### src/rtl/bcd_chain_ctrl_if.sv
// bcd_chain_ctrl_if: control-plane / display-side bundle for bcd_chain_ctrl.
//   master : board control FSM drives commands (start/stop/clear/load_en),
//            load_val and target; it observes count/running/done/tick/ovf.
//   slave  : the counter chain sequencer.
//   When BCD_CHAIN_DOWN_EN is defined, the bundle also carries 'down'
//   (count direction, sampled on each tick).
interface bcd_chain_ctrl_if #(parameter int DIGITS = 4);
  logic                  start, stop, clear, load_en;
  logic [4*DIGITS-1:0]   load_val, target, count;
  logic                  running, done, tick, ovf;
`ifdef BCD_CHAIN_DOWN_EN
  logic                  down;
  modport master (output start, stop, clear, load_en, load_val, target, down,
                  input  count, running, done, tick, ovf);
  modport slave  (input  start, stop, clear, load_en, load_val, target, down,
                  output count, running, done, tick, ovf);
`else
  modport master (output start, stop, clear, load_en, load_val, target,
                  input  count, running, done, tick, ovf);
  modport slave  (input  start, stop, clear, load_en, load_val, target,
                  output count, running, done, tick, ovf);
`endif
endinterface

### src/rtl/bcd_chain_ctrl.sv
// bcd_chain_ctrl: sequencer for a chain of DIGITS cascaded mod-10 counters.
//   A prescaler produces one count tick every PRESCALE cycles in RUN; the tick
//   ripples carry through the decades and stops the chain on a BCD target.
// Ports:
//   clk, reset_n : clock, asynchronous active-low reset
//   bus (slave)  : start/stop/clear/load_en pulses, load_val, target in;
//                  count, running, done, tick, ovf out (all registered)
// Optional: define BCD_CHAIN_DOWN_EN to add bus.down (count down when 1).

// One decade: steps up (9->0) or down (0->9) when enabled.
module bcd_chain_digit (
  input  logic [3:0] d_i,
  input  logic       en_i,
  input  logic       dn_i,
  output logic [3:0] d_o
);
  always_comb begin
    d_o = d_i;
    if (en_i) begin
      if (dn_i) d_o = (d_i == 4'd0) ? 4'd9 : d_i - 4'd1;
      else      d_o = (d_i == 4'd9) ? 4'd0 : d_i + 4'd1;
    end
  end
endmodule

module bcd_chain_ctrl #(
  parameter int DIGITS   = 4,
  parameter int PRESCALE = 10
) (
  input  logic              clk,
  input  logic              reset_n,
  bcd_chain_ctrl_if.slave   bus
);
  localparam int            PW       = (PRESCALE > 1) ? $clog2(PRESCALE) : 1;
  localparam logic [PW-1:0] PRE_LAST = PW'(PRESCALE - 1);

  typedef enum logic [1:0] {S_IDLE, S_RUN, S_PAUSE, S_DONE} state_e;

  state_e                 state_q, state_d;
  logic [DIGITS-1:0][3:0] cnt_q, cnt_d, cnt_step, load_clamp;
  logic [PW-1:0]          pre_q, pre_d;
  logic                   tick_q, tick_d, ovf_q, ovf_d;
  logic                   dn;
  logic [DIGITS:0]        en;   // en[k]: decade k steps; en[DIGITS]: chain wraps
  logic                   pre_wrap, match;

`ifdef BCD_CHAIN_DOWN_EN
  assign dn = bus.down;
`else
  assign dn = 1'b0;
`endif

  // A decade steps when every lower decade sits at its terminal digit.
  always_comb begin
    en[0] = 1'b1;
    for (int k = 0; k < DIGITS; k++)
      en[k+1] = en[k] & (dn ? (cnt_q[k] == 4'd0) : (cnt_q[k] == 4'd9));
  end

  genvar g;
  generate
    for (g = 0; g < DIGITS; g++) begin : g_dig
      bcd_chain_digit u_dig (
        .d_i  (cnt_q[g]),
        .en_i (en[g]),
        .dn_i (dn),
        .d_o  (cnt_step[g])
      );
      assign load_clamp[g] = (bus.load_val[4*g +: 4] > 4'd9) ? 4'd9
                                                             : bus.load_val[4*g +: 4];
    end
  endgenerate

  // cnt_step is always valid BCD, so a target with a digit >9 never matches.
  assign match    = (cnt_step == bus.target);
  assign pre_wrap = (state_q == S_RUN) && (pre_q == PRE_LAST);

  always_comb begin
    state_d = state_q;
    cnt_d   = cnt_q;
    pre_d   = pre_q;
    tick_d  = 1'b0;
    ovf_d   = 1'b0;
    if (bus.clear) begin
      state_d = S_IDLE;
      cnt_d   = '0;
      pre_d   = '0;
    end else begin
      // Tick processing first so that a coincident stop still lands the count.
      if (state_q == S_RUN) begin
        if (pre_wrap) begin
          pre_d  = '0;
          cnt_d  = cnt_step;
          tick_d = 1'b1;
          ovf_d  = en[DIGITS];
          if (match) state_d = S_DONE;
        end else begin
          pre_d = pre_q + PW'(1);
        end
      end
      // Only the highest-priority asserted command acts.
      if (bus.stop) begin
        if (state_q == S_RUN) state_d = S_PAUSE;
      end else if (bus.load_en) begin
        if (state_q == S_IDLE || state_q == S_PAUSE) begin
          cnt_d = load_clamp;
          pre_d = '0;
        end
      end else if (bus.start) begin
        if (state_q == S_IDLE) pre_d = '0;
        if (state_q != S_RUN)  state_d = S_RUN;
      end
    end
  end

  always_ff @(posedge clk or negedge reset_n) begin
    if (!reset_n) begin
      state_q <= S_IDLE;
      cnt_q   <= '0;
      pre_q   <= '0;
      tick_q  <= 1'b0;
      ovf_q   <= 1'b0;
    end else begin
      state_q <= state_d;
      cnt_q   <= cnt_d;
      pre_q   <= pre_d;
      tick_q  <= tick_d;
      ovf_q   <= ovf_d;
    end
  end

  assign bus.count   = cnt_q;
  assign bus.running = (state_q == S_RUN);
  assign bus.done    = (state_q == S_DONE);
  assign bus.tick    = tick_q;
  assign bus.ovf     = ovf_q;
endmodule

### src/flat_wrapper.sv
// flat-port wrapper written by rule: the top's interface ports become plain ports
module bcd_chain_ctrl_flat 
#(
  parameter int DIGITS   = 4,
  parameter int PRESCALE = 10
)
  (clk, reset_n, bus_start, bus_stop, bus_clear, bus_load_en, bus_load_val, bus_target, bus_count, bus_running, bus_done, bus_tick, bus_ovf);
  bcd_chain_ctrl_if #(.DIGITS(DIGITS)) bus_i ();
  input  logic clk;
  input  logic reset_n;
  input wire logic [$bits(bus_i.start)-1:0] bus_start;
  input wire logic [$bits(bus_i.stop)-1:0] bus_stop;
  input wire logic [$bits(bus_i.clear)-1:0] bus_clear;
  input wire logic [$bits(bus_i.load_en)-1:0] bus_load_en;
  input wire logic [$bits(bus_i.load_val)-1:0] bus_load_val;
  input wire logic [$bits(bus_i.target)-1:0] bus_target;
  output wire logic [$bits(bus_i.count)-1:0] bus_count;
  output wire logic [$bits(bus_i.running)-1:0] bus_running;
  output wire logic [$bits(bus_i.done)-1:0] bus_done;
  output wire logic [$bits(bus_i.tick)-1:0] bus_tick;
  output wire logic [$bits(bus_i.ovf)-1:0] bus_ovf;
  assign bus_i.start = bus_start;
  assign bus_i.stop = bus_stop;
  assign bus_i.clear = bus_clear;
  assign bus_i.load_en = bus_load_en;
  assign bus_i.load_val = bus_load_val;
  assign bus_i.target = bus_target;
  assign bus_count = bus_i.count;
  assign bus_running = bus_i.running;
  assign bus_done = bus_i.done;
  assign bus_tick = bus_i.tick;
  assign bus_ovf = bus_i.ovf;
  bcd_chain_ctrl #(.DIGITS(DIGITS), .PRESCALE(PRESCALE)) u_core (.clk(clk), .reset_n(reset_n), .bus(bus_i));
endmodule
### config.mk
export PLATFORM = sky130hd
export DESIGN_NAME = bcd_chain_ctrl_flat
export DESIGN_NICKNAME = d
export VERILOG_FILES = /design/src/rtl/bcd_chain_ctrl_if.sv /design/src/rtl/bcd_chain_ctrl.sv /design/src/flat_wrapper.sv
export SDC_FILE = /design/constraint.sdc
export NUM_CORES = 1
export LEC_CHECK = 0
export BUFFER_PORTS_ARGS = -buffer_cell sky130_fd_sc_hd__buf_4
export CAP_MARGIN = 10
export CORE_MARGIN = 2
export CORE_UTILIZATION = 30
export CTS_CLUSTER_DIAMETER = 50
export DETAILED_ROUTE_END_ITERATION = 10
export GPL_TIMING_DRIVEN = 0
export PLACE_DENSITY = 0.61
export SYNTH_ARGS = -nofsm -noshare
export SYNTH_HDL_FRONTEND = slang
export SYNTH_SLANG_ARGS = --single-unit
### constraint.sdc
create_clock -name clk -period 2.3 [get_ports clk]
set_clock_uncertainty 0.2 [all_clocks]
set_input_delay 0.115 -clock clk [delete_from_list [all_inputs] [get_ports clk]]
set_output_delay 0.115 -clock clk [all_outputs]
set_load 0.01 [all_outputs]
==> results of run 1 <==
==> final cells by class <==
type | count | area, um^2 | area share
sequential | 24 | 608 | 0.181
timing repair buffer | 94 | 762 | 0.227
inverter | 10 | 37.5 | 0.0112
buffer | 15 | 115 | 0.0344
multi-input combinational | 230 | 1650 | 0.492
clock buffer | 4 | 55.1 | 0.0164
tap | 99 | 124 | 0.0370
==> final timing paths <==
path                                          startpoint                             to  slack (ns)
hold reg to reg                u_core.pre_q[1]$_DFF_PN0_      u_core.pre_q[1]$_DFF_PN0_        0.41
setup / recovery           u_core.bus.count[1]$_DFF_PN0_    u_core.state_q[1]$_DFF_PN0_       -0.05
hold / removal                                 bus_clear      u_core.pre_q[0]$_DFF_PN0_        0.04
min in group asynchronous                        reset_n  u_core.bus.count[2]$_DFF_PN0_        0.07
setup reg to reg           u_core.bus.count[1]$_DFF_PN0_    u_core.state_q[1]$_DFF_PN0_       -0.05
max in group asynchronous                        reset_n    u_core.state_q[0]$_DFF_PN0_        1.54
==> through the flow <==
step	cells	utilization	setup WS, ns
finish	476	0.460	-0.0485
global route	476	0.460	-0.110
CTS	471	0.449	-0.0421
detailed placement	436	0.393	-0.290
global placement	436	0.392	-0.590
floorplan	280	-	0.0121
==> worst register-to-register path, stage by stage, from the launching register on <==
cell,delay (ns)
dfrtp_1,0.41
inv_2,0.08
ha_4,0.16
nand3b_4,0.10
buf_6,0.14
or4_4,0.48
and3_4,0.20
nor3_2,0.13
nand4_1,0.16
o31ai_2,0.20
==> sequential cells by signal, summed over array words and instances, names as in the netlist <==
name              flops
u_core.pre_q          4
u_core.state_q        2
u_core.bus.count     16
u_core.bus.tick       1
u_core.bus.ovf        1
==> report_power, final <==
group / total (mW) / switching [mW] / internal, mW / leakage, nW
Sequential: 0.455 / 0.0176 / 0.437 / 0.319
Combinational: 0.359 / 0.177 / 0.182 / 1.09
Clock: 0.313 / 0.159 / 0.154 / 0.0288
==> layer usage <==
layer  track usage  up-vias  share of wire
li1              -     1235              -
met1         0.244     1214           0.44
met2         0.316      102           0.49
met3        0.0241        9          0.057
met4        0.0543        0          0.015
met5             0        -              0
==> logic make-up (layout without fill, tap and decap cells) <==
group           after synthesis  in the layout  synth area share
mux                           4              4            0.0187
buf+inv                      26            123            0.0634
flops                        24             24             0.264
xor+xnor                     10             10            0.0386
simple gates                123            123             0.325
fa+ha+maj                    10             10            0.0551
compound gates               83             83             0.235
==> what timing repair did <==
action                                 4_1_cts  5_1_grt
pin swaps                                    3        5
setup endpoints to repair                   11       12
gates resized for setup                     16       14
hold buffers                                21        0
endpoints found under the hold margin       42        0
buffers inserted                            11        5
==> cell usage in the layout (no fill, tap or decap), types with 5 or more instances in the layout <==
master         count
dfrtp_2            6
ha_1               7
nor3_1            17
clkbuf_1           5
dlygate4sd3_1     21
buf_6              5
nand2_1           18
xnor2_1            6
dfrtp_1           18
buf_4             73
a21oi_1           20
o21ai_0           21
a211oi_1           7
nor3b_1            6
and2_1             5
nor2_1            28
clkbuf_8           5
inv_1              7
nand3b_1          11
==> qor.txt, run 1 <==
Status: complete, but fails checks
Violated checks: negative setup slack
Fmax achieved: 426 MHz
Final min period: 2.35 ns
All-Layer GR Usage: 0.185
Avg Synthesized Cell Area: 8.11 um^2
Cts bufs inserted: 3
Critical-path cell list: inv_2 -> ha_4 -> nand3b_4 -> buf_6 -> or4_4 -> and3_4 -> nor3_2 -> nand4_1 -> o31ai_2
Area added between synthesis and finish: 47.5%
# rows: 31
Crit path buf inv count: 2
Die Y: 91.0 um
Most frequent cell after synthesis: nor2_1
CP arrival: 2.34 ns
Yosys cell types: 64
Grt ovf: 0
WS Path Type: reg -> reg
CTS tree: yes
Register bit total from synthesis: 24
Unrepaired setup endpoints after global routing: yes
Area share of the largest cell type after synthesis: 0.264
Vias: 2560
Post-route antenna net violation count: 0
Antenna diodes: 0
Nets@finish: 426
Worst vdd ir: 0.000196 V
Critical Path Max Stage Delay: 0.48 ns
Required time worst endpoint: 2.29 ns
Via/cell ratio: 5.38
Mapped Nets: 328
Hold WC Path Type: in -> reg
WL/cell: 15.9 um
Synth top area cells: dfrtp_1 26%, ha_1 5.5%, o21ai_0 4.8%
Critical Path Fanout Max: 5
Synthesized instance count: 280
CTS root buffer: clkbuf_8
Die width: 91.0 um
Maximum buffer depth of the clock tree: 2
Crit share post-route: 1.02
Register area share after synthesis: 0.264
Initial antenna violation count: 0
Placed wire-length estimate: 5220 um
Max Cap Viol: 0
Crit. path cell count: 9
Cell Area, Synth: 2270 um^2
H-Tree Depth: 1
Slew Viols, Final: 0
CP max stage cell: or4_4
Setup_tns: -0.0485 ns
Clock sinks: 24
Starting density of the core: 0.311
Total die area: 8280 um^2
Overall Power: 1.13 mW
Post-Place Cell Area: 2860 um^2
DRC violations left: 0
Largest net degree at the start of global routing: 25
Iter 0 DRT Violations: 146
PortBufs: 57
Vias in the first global route: 2541
Worst-Skew Late Latency: 0.28 ns
Commonest cells post-synth: 29 x nor2_1, 24 x dfrtp_1, 22 x o21ai_0
Clock Pin Slew Worst Setup and Hold Paths: 0.10 ns
Post-synth EDFFs: 0
Final hold vios: 0
Least-Margin Pin Slew: 0.665 ns
Yosys top cell by area: dfrtp_1
Routed WL: 7560 um
Number of I/O pins: 58
Reg2reg path depth: 9
First-pass GRT wire length: 12400 um
Static Leak: 1.43 nW
PwrDens: 336 nW/um^2
Endpoint class of the critical path: register
Worst Hold Depth: 4
Final hold slack: 0.0393 ns
Final WS setup: -0.0485 ns
Setup violators final: 1
Final Wtd Congestion: 0.826
Startpoint types: register
Fraction of layout cells with a size suffix above 1: 0.326
Final instance area: 3350 um^2
Core ar.: 7290 um^2
Drt pass-1 iters: 5
CP delay by family, top: simple AND/OR/NAND/NOR gates
Filler cells: 761
YS warnings: 0
Ys flop type: dfrtp_1
Worst rel slew slack: 0.557
Ys async rst share: 1.00
Power figures use the tool's default switching activity.
==> run 2, diff against run 1 <==
--- a/config.mk
+++ b/config.mk
@@ -5,6 +5,7 @@
 export SDC_FILE = /design/constraint.sdc
 export NUM_CORES = 1
 export LEC_CHECK = 0
+export ABC_AREA = 1
 export BUFFER_PORTS_ARGS = -buffer_cell sky130_fd_sc_hd__buf_4
 export CAP_MARGIN = 10
 export CORE_MARGIN = 2
@@ -12,6 +13,7 @@
 export CTS_CLUSTER_DIAMETER = 50
 export DETAILED_ROUTE_END_ITERATION = 10
 export GPL_TIMING_DRIVEN = 0
+export HOLD_SLACK_MARGIN = 0.06
 export PLACE_DENSITY = 0.61
 export SYNTH_ARGS = -nofsm -noshare
 export SYNTH_HDL_FRONTEND = slang
==> run 2 against run 1 <==
Largest power group unchanged. Largest cell class unchanged. Core utilization is 1.5 points lower. Die area fell by 2.0%. Synthesized cell count rose by 18%. The flow now finishes without violations. Combinational power decreased by 8.9%.
==> qor.txt, run 2 <==
Vias in the first global route: 2388
Fraction of layout cells with a size suffix above 1: 0.295
Ys flop type: dfrtp_1
Startpoint types: register
All-Layer GR Usage: 0.164
Routed WL: 6910 um
Maximum buffer depth of the clock tree: 2
Overall Power: 1.04 mW
Crit share post-route: 0.972
Endpoint class of the critical path: register
DRC violations left: 0
Clock Pin Slew Worst Setup and Hold Paths: 0.08 ns
Final hold slack: 0.0840 ns
CP delay by family, top: simple AND/OR/NAND/NOR gates
Slew Viols, Final: 0
Most frequent cell after synthesis: nand2_1
Crit-path most repeated cell: nand2_1
Yosys top cell by area: dfrtp_1
Antenna diodes: 0
Synth top area cells: dfrtp_1 27%, nand2_1 13%, nand3_1 9.0%
Setup_tns: 0 ns
Post-synth EDFFs: 0
Cts bufs inserted: 3
Mapped Nets: 377
Final Wtd Congestion: 0.767
Fmax achieved: 447 MHz
Drt pass-1 iters: 5
Area share of the largest cell type after synthesis: 0.270
Unrepaired setup endpoints after global routing: yes
Clock sinks: 24
Critical Path Max Stage Delay: 0.40 ns
Synthesized instance count: 329
Status: completed
CTS root buffer: clkbuf_8
Post-route antenna net violation count: 0
Static Leak: 1.59 nW
YS warnings: 0
Register area share after synthesis: 0.270
CP max stage cell: dfrtp_1
Hold WC Path Type: in -> async
First-pass GRT wire length: 11100 um
Commonest non-fill, non-tap cells in the layout: 75 x nand2_1, 65 x buf_4, 42 x inv_1, 39 x nand3_1
PortBufs: 56
Required time worst endpoint: 2.30 ns
Initial antenna violation count: 0
Total die area: 8120 um^2
Final hold vios: 0
Worst vdd ir: 0.000185 V
WL/cell: 13.3 um
Avg Synthesized Cell Area: 6.76 um^2
Cell Area, Synth: 2220 um^2
Die Y: 90.1 um
Max Cap Viol: 0
Setup violators final: 0
Core ar.: 7210 um^2
Grt ovf: 0
Ys async rst share: 1.00
PwrDens: 325 nW/um^2
Vias: 2510
CP arrival: 2.24 ns
CTS tree: yes
Least-Margin Pin Slew: 0.582 ns
Yosys cell types: 35
Iter 0 DRT Violations: 115
Nets@finish: 470
Critical-path cell list: inv_2 -> ha_4 -> nand2_2 -> nor2_4 -> buf_12 -> nand3_4 -> nand2_2 -> nand2_4 -> nand2_1 -> nand2_1 -> inv_1 -> nand2_1 -> nor2_2 -> nand3_2 -> nand2_2 -> nand2_1 -> a21oi_2
# rows: 31
Final min period: 2.24 ns
Critical Path Fanout Max: 6
Placed wire-length estimate: 5110 um
WS Path Type: reg -> reg
Worst-Skew Late Latency: 0.26 ns
Number of I/O pins: 58
Crit path buf inv count: 3
Register bit total from synthesis: 24
Area added between synthesis and finish: 44.3%
Commonest cells post-synth: 78 x nand2_1, 44 x inv_1, 40 x nand3_1
Largest net degree at the start of global routing: 25
Worst rel slew slack: 0.612
Die width: 90.1 um
Via/cell ratio: 4.84
Starting density of the core: 0.308
Max reg flops: 16
H-Tree Depth: 1
Commonest non-fill, non-tap cell in the layout: nand2_1
[run 2: layer usage]
| layer | routed length [um] | GRT usage |
|---|---|---|
| met1 | 3170 | 0.223 |
| met2 | 3420 | 0.288 |
| met3 | 273 | 0.0151 |
| met4 | 38 | 0.0269 |
| met5 | 0 | 0 |
[run 2: logic make-up (layout without fill, tap and decap cells)]
group,count (synthesis),count (layout),synth area share
compound gates,52,52,0.145
buf+inv,56,147,0.0990
simple gates,185,185,0.422
fa+ha+maj,10,10,0.0563
flops,24,24,0.270
xor+xnor,2,2,0.00788
[run 2: path summary, 6_finish.rpt]
path,cells after the start,slack [ns],startpoint,endpoint
setup / recovery,17,0.06,u_core.bus.count[1]$_DFF_PN0_,u_core.state_q[1]$_DFF_PN0_
setup reg to reg,17,0.06,u_core.bus.count[1]$_DFF_PN0_,u_core.state_q[1]$_DFF_PN0_
max in group asynchronous,2,1.55,reset_n,u_core.bus.count[9]$_DFF_PN0_
hold / removal,2,0.08,reset_n,u_core.bus.tick$_DFF_PN0_
min in group clk,8,0.18,bus_target[14],u_core.state_q[1]$_DFF_PN0_
hold reg to reg,2,0.37,u_core.pre_q[3]$_DFF_PN0_,u_core.pre_q[3]$_DFF_PN0_
[run 2: what timing repair did]
action,CTS,global route
setup endpoints to repair,1,7
hold endpoints to repair,42,0
hold buffers,21,0
gates resized for setup,9,16
pin swaps,3,8
setup buffers,4,7
[run 2: worst register-to-register path, cell delays in order, from the launching register on]
cell and delay, ns:
dfrtp_1 0.40, inv_2 0.07, ha_4 0.14, nand2_2 0.08
nor2_4 0.17, buf_12 0.13, nand3_4 0.10, nand2_2 0.12
nand2_4 0.07, nand2_1 0.06, nand2_1 0.04, inv_1 0.04
nand2_1 0.05, nor2_2 0.15, nand3_2 0.10, nand2_2 0.06
nand2_1 0.06, a21oi_2 0.11
[run 2: layout make-up]
type                       instances  area, um^2
buffer                             9        45.0
clock buffer                       3        41.3
fill                             761        4010
inverter                          47         176
multi-input combinational        249        1480
sequential                        24         607
tap                               99         124
timing repair buffer              88         738
[run 2: power breakdown]
group | total [mW] | internal (mW) | switching (mW)
sequential | 0.464 | 0.437 | 0.0272
combinational | 0.327 | 0.163 | 0.164
clock | 0.252 | 0.117 | 0.135
[run 2: through the flow]
stage          instance area (um^2)  setup WS [ns]   util  std cells
4_1_cts                        3080         0.0107  0.427        512
6_report                       3210         0.0640  0.445        519
5_1_grt                        3210        -0.0421  0.445        519
3_3_place_gp                   2770        -0.0696  0.384        484
2_1_floorplan                  2220          0.280      -        329
3_5_place_dp                   2770         -0.104  0.384        484
==> run 3, diff against run 2 <==
--- a/config.mk
+++ b/config.mk
@@ -8,7 +8,7 @@
 export ABC_AREA = 1
 export BUFFER_PORTS_ARGS = -buffer_cell sky130_fd_sc_hd__buf_4
 export CAP_MARGIN = 10
-export CORE_MARGIN = 2
+export CORE_MARGIN = 5
 export CORE_UTILIZATION = 30
 export CTS_CLUSTER_DIAMETER = 50
 export DETAILED_ROUTE_END_ITERATION = 10
==> run 3 against run 2 <==
Sequential share of layout area barely moved. Sequential power is essentially flat. Maximum frequency decreased by 0.48%. Non-clock buffer count grew 3. Die area is 14% higher. Final area rose by 0.23%. Final cell count up 0.77%. Clock-buffer cell count unchanged. Sequential cell count stayed put. Highest routed layer unchanged. Combinational power is essentially flat.
==> qor.txt, run 3 (synthesized netlist as in run 2, its figures left out) <==
Status: completed
Area added between synthesis and finish: 44.7%
PwrDens: 325 nW/um^2
Commonest non-fill, non-tap cells in the layout: 76 x nand2_1, 67 x buf_4, 41 x inv_1, 39 x nand3_1, 22 x dlygate4sd3_1
DRC violations left: 0
Placed Cells: 484
Final instance area: 3220 um^2
Total die area: 9230 um^2
Least-Margin Pin Slew: 0.595 ns
Cts bufs inserted: 3
Antenna diodes: 0
Commonest non-fill, non-tap cell in the layout: nand2_1
Pre-CTS setup slack: -0.105 ns
CP arrival: 2.24 ns
PortBufs: 56
Worst rel slew slack: 0.603
Final hold vios: 0
Via/cell ratio: 4.88
Hold WC Path Type: in -> async
Setup_tns: 0 ns
CTS root buffer: clkbuf_8
Number of I/O pins: 58
All-Layer GR Usage: 0.156
Crit share post-route: 0.977
Setup violators final: 0
CP max stage cell: dfrtp_2
Worst-Skew Late Latency: 0.26 ns
Iter 0 DRT Violations: 149
Worst vdd ir: 0.000238 V
Crit-path most repeated cell: nand2_1
Overall Power: 1.04 mW
Post-Place Cell Area: 2770 um^2
First-pass GRT wire length: 11400 um
Critical Path Max Stage Delay: 0.46 ns
Final Non-Filler Cells: 523
Starting density of the core: 0.307
Fmax achieved: 445 MHz
WL/cell: 14.2 um
Endpoint class of the critical path: register
R2R Setup Slk: 0.05 ns
Required time worst endpoint: 2.29 ns
Maximum buffer depth of the clock tree: 2
Vias: 2552
Initial antenna violation count: 0
Vias in the first global route: 2423
Static Leak: 1.59 nW
Clock Pin Slew Worst Setup and Hold Paths: 0.08 ns
Critical-path cell list: buf_6 -> ha_1 -> inv_1 -> nand2_1 -> nand2_1 -> nand2_1 -> nand2_1 -> nand2_1 -> nor2_1 -> nand2_1 -> nor2_2 -> nand2_1 -> nor2_1 -> nand3_2 -> nand2_1 -> nand2_1 -> a21oi_2
Critical Path Fanout Max: 4
Final Wtd Congestion: 0.812
Die width: 96.1 um
Max Cap Viol: 0
CTS tree: yes
Max reg flops: 16
Grt ovf: 0
Unrepaired setup endpoints after global routing: yes
H-Tree Depth: 1
Placed wire-length estimate: 5260 um
# rows: 31
Drt pass-1 iters: 4
Post-route antenna net violation count: 0
Core Util, Final: 0.444
Startpoint types: register
Core ar.: 7250 um^2
Fraction of layout cells with a size suffix above 1: 0.302
Worst r2r src: u_core.bus.count[0]$_DFF_PN0_
Nets@finish: 474
Reg2reg path depth: 17
Die Y: 96.1 um
Slew Viols, Final: 0
Routed WL: 7400 um
Final min period: 2.25 ns
WS Path Type: reg -> reg
Largest net degree at the start of global routing: 25
Clock sinks: 24
Reg2Reg Capture Point: u_core.state_q[1]$_DFF_PN0_
Final hold slack: 0.0854 ns
Final WS setup: 0.0532 ns
run 3: changes by cell type in the layout (fill, tap and decap cells not counted), moves of 2 or more:
cell     previous run  this run
nand2_4             4         2
buf_12              2         0
buf_4              65        67
buf_6               1         3
run 3: critical path: cells and delay by family (launching register included):
kind / cells / cell delay, ns
buffers and inverters: 2 / 0.19
AND/OR/NAND/NOR: 13 / 0.97
AO/OA/AOI/OAI: 1 / 0.15
flip-flops: 1 / 0.46
adder cells (fa/ha/maj): 1 / 0.20
run 3: cell type report:
cell class                 count  area (um^2)
inverter                      47          176
sequential                    24          607
tap                           99          124
buffer                         9         46.3
fill                         764         4040
timing repair buffer          91          746
multi-input combinational    250         1480
clock buffer                   3         41.3
run 3: power by group:
| part | switching, mW | internal [mW] | total (mW) |
|---|---|---|---|
| clock | 0.133 | 0.117 | 0.250 |
| combinational | 0.166 | 0.164 | 0.330 |
| sequential | 0.0281 | 0.437 | 0.465 |
| total | 0.326 | 0.718 | 1.04 |
run 3: repair_timing:
| item | CTS | global route |
|---|---|---|
| resized for setup | 8 | 19 |
| setup endpoints to repair | 2 | 8 |
| hold buffers | 22 | 0 |
| gates cloned | 0 | 1 |
| buffers inserted | 6 | 7 |
| pin swaps | 3 | 15 |
| hold endpoints to repair | 41 | 0 |
run 3: worst max-delay path by stage:
stage	startpoint	to	slack [ns]	cells past startpoint
floorplan	u_core.bus.count[5]$_DFF_PN0_	u_core.state_q[1]$_DFF_PN0_	0.28	16
global placement	u_core.bus.count[0]$_DFF_PN0_	u_core.state_q[1]$_DFF_PN0_	-0.12	15
detailed placement	u_core.bus.count[0]$_DFF_PN0_	u_core.state_q[1]$_DFF_PN0_	-0.11	15
CTS	u_core.bus.count[0]$_DFF_PN0_	u_core.state_q[1]$_DFF_PN0_	0.01	15
global route	u_core.bus.count[0]$_DFF_PN0_	u_core.state_q[1]$_DFF_PN0_	-0.09	17
finish	u_core.bus.count[0]$_DFF_PN0_	u_core.state_q[1]$_DFF_PN0_	0.05	17
run 3: per-layer routing:
metal / vias up / GRT usage / wire (um)
met2: 67 / 0.274 / 3550
met1: 1190 / 0.212 / 3350
li1: 1290 / - / -
met4: 0 / 0.0225 / 61
met3: 5 / 0.0149 / 438
met5: - / 0 / 0
